## config.mk

```make
export PLATFORM = sky130hd
export DESIGN_NAME = conv_window_fetch
export DESIGN_NICKNAME = d
export VERILOG_FILES = /design/src/rtl/yolo_img_pkg.sv /design/src/rtl/window_addr_gen.sv /design/src/rtl/conv_window_fetch.sv
export SDC_FILE = /design/constraint.sdc
export NUM_CORES = 1
export LEC_CHECK = 0
export ABC_AREA = 1
export CAP_MARGIN = 20
export CELL_PAD_IN_SITES_DETAIL_PLACEMENT = 1
export CELL_PAD_IN_SITES_GLOBAL_PLACEMENT = 2
export CORE_MARGIN = 2
export CORE_UTILIZATION = 28
export DETAILED_ROUTE_END_ITERATION = 7
export PLACE_DENSITY = 0.76
export SLEW_MARGIN = 20
export SYNTH_ARGS = -nofsm -noshare
export SYNTH_HDL_FRONTEND = slang
export SYNTH_HIERARCHICAL = 1
export SYNTH_SLANG_ARGS = --single-unit
```

## constraint.sdc

```tcl
create_clock -name clk -period 2.4 [get_ports clk]
set_input_delay 0.36 -clock clk [delete_from_list [all_inputs] [get_ports clk]]
set_output_delay 0.36 -clock clk [all_outputs]
set_load 0.05 [all_outputs]
```

## src/rtl/yolo_img_pkg.sv

```systemverilog
// Shared image/window definitions for the YOLO window stages: pixel/window widths,
// the 3x3 slot index and the window-stage state encoding.
package yolo_img_pkg;

   localparam int PIX_W   = 8;
   localparam int WIN_PIX = 9;
   localparam int WIN_W   = PIX_W * WIN_PIX;

   typedef enum logic [2:0] {
      IDLE,
      FETCH,
      WAIT_LAST,
      PRESENT,
      DONE
   } win_state_t;

   function automatic logic [3:0] idx(input logic [1:0] r, input logic [1:0] c);
      return ({2'b00, r} * 4'd3) + {2'b00, c};
   endfunction

endpackage

```

## src/rtl/window_addr_gen.sv

```systemverilog
// Window position and tap counters with an incrementally built page-memory address.
// CONV_WINDOW_PAD_EN switches to centre-addressed zero-padded windows with an in-bounds flag.
module window_addr_gen
   import yolo_img_pkg::*;
#(
   parameter int IMG_W  = 640,
   parameter int IMG_H  = 640,
   parameter int ADDR_W = 19
) (
   input  logic              clk,
   input  logic              rst,
   input  logic              load,
   input  logic              step,
   input  logic              advance,
   output logic [ADDR_W-1:0] addr,
   output logic [1:0]        r,
   output logic [1:0]        c,
   output logic [15:0]       x,
   output logic [15:0]       y,
   output logic              last_tap,
   output logic              last_win,
   output logic              in_bounds
);

`ifdef CONV_WINDOW_PAD_EN
   localparam logic [15:0]       X_LAST   = 16'(IMG_W - 1);
   localparam logic [15:0]       Y_LAST   = 16'(IMG_H - 1);
   // Base points one row up and one column left of the centre; wraps modulo 2^ADDR_W.
   localparam logic [ADDR_W-1:0] BASE0    = ADDR_W'(0) - ADDR_W'(IMG_W + 1);
   localparam logic [ADDR_W-1:0] ROW_WRAP = ADDR_W'(1);
`else
   localparam logic [15:0]       X_LAST   = 16'(IMG_W - 3);
   localparam logic [15:0]       Y_LAST   = 16'(IMG_H - 3);
   localparam logic [ADDR_W-1:0] BASE0    = '0;
   localparam logic [ADDR_W-1:0] ROW_WRAP = ADDR_W'(3);
`endif
   localparam logic [ADDR_W-1:0] ROW_STEP = ADDR_W'(IMG_W - 2);
   localparam logic [ADDR_W-1:0] ONE      = ADDR_W'(1);

   logic [ADDR_W-1:0] base;

   assign last_tap = (r == 2'd2) && (c == 2'd2);
   assign last_win = (x == X_LAST) && (y == Y_LAST);

`ifdef CONV_WINDOW_PAD_EN
   logic row_out;
   logic col_out;
   assign row_out   = ((r == 2'd0) && (y == 16'd0)) || ((r == 2'd2) && (y == X_LAST - X_LAST + Y_LAST));
   assign col_out   = ((c == 2'd0) && (x == 16'd0)) || ((c == 2'd2) && (x == X_LAST));
   assign in_bounds = !(row_out || col_out);
`else
   assign in_bounds = 1'b1;
`endif

   always_ff @(posedge clk) begin
      if (rst) begin
         addr <= '0;
         base <= '0;
         r    <= 2'd0;
         c    <= 2'd0;
         x    <= 16'd0;
         y    <= 16'd0;
      end else if (load) begin
         addr <= BASE0;
         base <= BASE0;
         r    <= 2'd0;
         c    <= 2'd0;
         x    <= 16'd0;
         y    <= 16'd0;
      end else if (step) begin
         if (last_tap) begin
            r    <= 2'd0;
            c    <= 2'd0;
            addr <= base;
         end else if (c == 2'd2) begin
            c    <= 2'd0;
            r    <= r + 2'd1;
            addr <= addr + ROW_STEP;
         end else begin
            c    <= c + 2'd1;
            addr <= addr + ONE;
         end
      end else if (advance) begin
         if (x == X_LAST) begin
            x    <= 16'd0;
            y    <= y + 16'd1;
            base <= base + ROW_WRAP;
            addr <= base + ROW_WRAP;
         end else begin
            x    <= x + 16'd1;
            base <= base + ONE;
            addr <= base + ONE;
         end
      end
   end

endmodule

```

## src/rtl/conv_window_fetch.sv

```systemverilog
// Scans a stored frame, fetches each 3x3 neighbourhood pixel by pixel and presents it
// to the convolution engine. CONV_WINDOW_PAD_EN enables zero-padded, centre-addressed windows.
module conv_window_fetch
   import yolo_img_pkg::*;
#(
   parameter int IMG_W  = 640,
   parameter int IMG_H  = 640,
   parameter int ADDR_W = 19
) (
   input  logic              clk,
   input  logic              rst,
   input  logic              start,
   output logic [ADDR_W-1:0] mem_addr,
   output logic              mem_rd,
   input  logic [PIX_W-1:0]  mem_rdata,
   output logic [WIN_W-1:0]  win_data,
   output logic [15:0]       win_x,
   output logic [15:0]       win_y,
   output logic              win_valid,
   input  logic              win_ready,
   output logic              busy,
   output logic              done
);

   win_state_t state;
   win_state_t state_nxt;

   logic       load;
   logic       step;
   logic       advance;
   logic [1:0] r;
   logic [1:0] c;
   logic       last_tap;
   logic       last_win;
   logic       in_bounds;

   logic       cap_vld_p1;
   logic       cap_inb_p1;
   logic [3:0] cap_slot_p1;
   logic [PIX_W-1:0] pix_p2 [WIN_PIX];

   window_addr_gen #(
      .IMG_W  (IMG_W),
      .IMG_H  (IMG_H),
      .ADDR_W (ADDR_W)
   ) u_addr_gen (
      .clk       (clk),
      .rst       (rst),
      .load      (load),
      .step      (step),
      .advance   (advance),
      .addr      (mem_addr),
      .r         (r),
      .c         (c),
      .x         (win_x),
      .y         (win_y),
      .last_tap  (last_tap),
      .last_win  (last_win),
      .in_bounds (in_bounds)
   );

   always_ff @(posedge clk) begin
      if (rst) state <= IDLE;
      else     state <= state_nxt;
   end

   always_comb begin
      state_nxt = state;
      load      = 1'b0;
      step      = 1'b0;
      advance   = 1'b0;
      case (state)
         IDLE: begin
            if (start) begin
               state_nxt = FETCH;
               load      = 1'b1;
            end
         end
         FETCH: begin
            step = 1'b1;
            if (last_tap) state_nxt = WAIT_LAST;
         end
         WAIT_LAST: state_nxt = PRESENT;
         PRESENT: begin
            if (win_ready) begin
               if (last_win) begin
                  state_nxt = DONE;
               end else begin
                  state_nxt = FETCH;
                  advance   = 1'b1;
               end
            end
         end
         DONE:    state_nxt = IDLE;
         default: state_nxt = IDLE;
      endcase
   end

   // p1: remember which slot the read in flight belongs to; p2: land the returned pixel.
   always_ff @(posedge clk) begin
      if (rst) begin
         cap_vld_p1  <= 1'b0;
         cap_inb_p1  <= 1'b0;
         cap_slot_p1 <= 4'd0;
         for (int i = 0; i < WIN_PIX; i++) pix_p2[i] <= '0;
      end else begin
         cap_vld_p1  <= (state == FETCH);
         cap_inb_p1  <= in_bounds;
         cap_slot_p1 <= idx(r, c);
         if (cap_vld_p1) pix_p2[cap_slot_p1] <= cap_inb_p1 ? mem_rdata : '0;
      end
   end

   always_comb begin
      win_data = '0;
      for (int i = 0; i < WIN_PIX; i++) win_data[i*PIX_W +: PIX_W] = pix_p2[i];
   end

   assign mem_rd    = (state == FETCH) && in_bounds;
   assign win_valid = (state == PRESENT);
   assign busy      = (state == FETCH) || (state == WAIT_LAST) || (state == PRESENT);
   assign done      = (state == DONE);

endmodule

```

==> flow_summary.yaml <==
clock_tree:
  cts_sinks: 155
  cts_tree: "built"
  cts_hold_buf: 0
  cts_root_buffer: "clkbuf_16"
  clkTransAtPathRegs_ps: 70
  h-tree-depth: 4
  cts_buffer_depth: 2
  cts_buffers: 17
  clock_latency_ps: 440
place:
  gp_congestion: 0.8110
  hpwlAfterDp_um: 19810
  dp_cells: 1573
  dpl_worst_slack_ps: -55.65
  dpl-instance-area_um2: 10240
  portBuffers: 138
grt:
  grt_pass1_wl_um: 41770
  antenna_found_initial: 0
  grt_max_degree: 55
  grt-ovfl-total: 0
  grt_pass1_vias: 7582
  track_usage_pct: 18.23
setup_path:
  r2r_slack_ps: 80
  ff2ff_path_depth: 14
  r2r_end: "u_addr_gen/addr[9]"
  reg2reg_from: "u_addr_gen/x[1]"
  crit_required_ps: 2720
  crit_path_end_kind: "flop"
  path_class: "reg -> reg"
  crit_fanout: 4
  critPathLaunchType: "flop"
  arrival_ps: 2640
  crit_path_end: "u_addr_gen/addr[9]"
  worstSetupStartpoint: "u_addr_gen/x[1]"
cells_and_area:
  area_delta_synth_final_pct: 40.03
  postLayoutCellArea_um2: 11090
  drive_gt1_share_pct: 17.15
  nNetsFinal: 1242
  fin_util_pct: 39.92
  insertedDiodeCount: 0
  final_cells: 1608
  layout_common_cells: "nand2_1 (224), nor2_1 (161), clkdlybuf4s50_1 (135), inv_1 (96), buf_4 (74)"
  layout_commonest_cell: "nand2_1"
outcome:
  status: "finished clean"
floorplanning:
  core_area_um2: 27780
  fp.dieH_um: 172.2
  fp-row-count: 61
  die_x_um: 172.2
  initial_core_util_pct: 28.51
  die_area_um2: 29650
  boundaryPins: 139
routing:
  drc: 0
  first_pass_iters: 4
  routed_wl_um: 26630
  ant_nets: 0
  routedWlPerCell_um: 16.56
  viasPerCell: 4.654
  via_count: 7484
  initialDrtViolationCount: 412
power:
  peakVddDrop_mv: 0.3285
  p_leak_nw: 4.214
  power.density_nw_per_um2: 577.7
timing:
  finalSetupViolations: 0
  slew_violations: 0
  slew_headroom_pct: 61.37
  setup_slack_ps: 82.12
  fin_crit_sh_pct: 96.58
  fin_setup_tns_ps: 0
  period_needed_ps: 2318
  tightest_slew_ps: 577.6
  skew_ps: 15.65
  hold_viol: 0
  rsz0062_at_grt: "yes"
  timing.fmax_ghz: 0.4314
hold_path:
  whs_path_depth: 2
  min_from: "u_addr_gen/base[18]"
  hold_path_class: "reg -> reg"
synth:
  avgSynthCellArea_um2: 7.826
  synth_top_area_share_pct: 27.30
  synthDistinctLibCells: 48
  yosysTopAreaCell: "edfxtp_1"
  syn_nets: 1037
  netlist_area_um2: 7920
  yosysWarnings: 6
  ys_seq_area_share_pct: 48.28
  synth-seq-cells: 155
  synth_area_leaders: "edfxtp_1 (27%), dfxtp_1 (21%), nand2_1 (11%), nor2_1 (8.2%), inv_1 (4.7%)"
  synth_cells: 1012
job:
  max_cap_viol_count: 0
==> where the power goes <==
| group | internal, W | switching, W |
|---|---|---|
| clock network | 0.00142 | 0.00135 |
| logic | 0.000225 | 0.000552 |
| registers | 0.00282 | 0.0000441 |
| total | 0.00446 | 0.00194 |
==> logic make-up (layout without fill, tap and decap cells) <==
group,count (synthesis),after routing,share of synthesized area [%]
buf+inv,139,357,6.998
compound gates,131,131,8.957
simple gates,541,541,29.83
fa+ha+maj,13,13,2.338
mux,1,1,0.1264
other cells,1,1,0.04735
flops,155,155,48.28
xor+xnor,31,31,3.428
==> per-layer routing <==
metal / wire length, um / global-route usage [%] / part of all wire (%) / up-vias
li1: - / - / - / 3721
met1: 13490 / 25.91 / 51 / 3614
met2: 12000 / 29.16 / 45 / 134
met3: 921 / 2.884 / 3.5 / 15
met4: 218 / 4.129 / 0.82 / 0
met5: 0 / 0 / 0 / -
==> layout make-up <==
class	count	area [um^2]
repair buffers	215	1987
flip-flops and latches	155	3857
inverters	110	420.4
fillers	3323	16690
clock buffers	17	425.4
well taps	378	473.0
clock inverters	15	175.2
multi-input cells	718	3752
==> how the worst min path moves through the flow <==
stage	end	slack [ps]
floorplan	u_addr_gen/base[18]	460
global placement	u_addr_gen/base[18]	480
detailed placement	u_addr_gen/base[18]	490
CTS	u_addr_gen/base[18]	500
global route	u_addr_gen/base[18]	520
finish	u_addr_gen/base[18]	500
==> synth_stat cells (all sizes together) <==
| master | number |
|---|---|
| a211oi | 1 |
| a21oi | 73 |
| a22oi | 1 |
| a31oi | 3 |
| buf | 13 |
| clkbuf | 16 |
| clkinv | 1 |
| conb | 1 |
| dfxtp | 83 |
| edfxtp | 72 |
| fa | 3 |
| ha | 10 |
| inv | 109 |
| mux2i | 1 |
| nand2 | 245 |
| nand3 | 57 |
| nand3b | 3 |
| nand4 | 19 |
| nor2 | 175 |
| nor3 | 26 |
| nor3b | 5 |
| nor4 | 7 |
| nor4b | 2 |
| o211a | 1 |
| o211ai | 2 |
| o21a | 1 |
| o21ai | 40 |
| o21bai | 7 |
| o221ai | 2 |
| or2 | 1 |
| or3 | 1 |
| xnor2 | 8 |
| xor2 | 23 |
==> flip-flops by register name, indices dropped and copies added, names as in the netlist <==
name	count
cap_inb_p1	1
cap_slot_p1	4
cap_vld_p1	1
pix_p2	72
state	3
u_addr_gen/addr	19
u_addr_gen/base	19
u_addr_gen/c	2
u_addr_gen/r	2
u_addr_gen/x	16
u_addr_gen/y	16
==> stage by stage <==
step | hold slack [ps] | total power (W)
floorplan | 463.1 | 0.003390
global placement | 481.2 | 0.003684
detailed placement | 487.5 | 0.003692
CTS | 497.9 | 0.006483
global route | 521.9 | 0.006653
finish | 497.5 | 0.006407
==> repair_timing <==
item	4_1_cts	5_1_grt
buffers inserted	0	4
pin swaps	1	17
endpoints found under the setup margin	15	62
resized for setup	5	63
==> worst max-delay path, cell delays in order, from the launching register on <==
cell and delay (ps):
dfxtp_4 340, inv_2 60, ha_4 130, nand3_4 60, nor4_4 310, buf_4 190, ha_4 150, nand3_4 80
nand2_4 110, nand4_1 200, xor2_1 210, nand2_1 100, o21ai_1 80, a21oi_1 120, nor2_1 50
(Power assumes the default switching activity.)
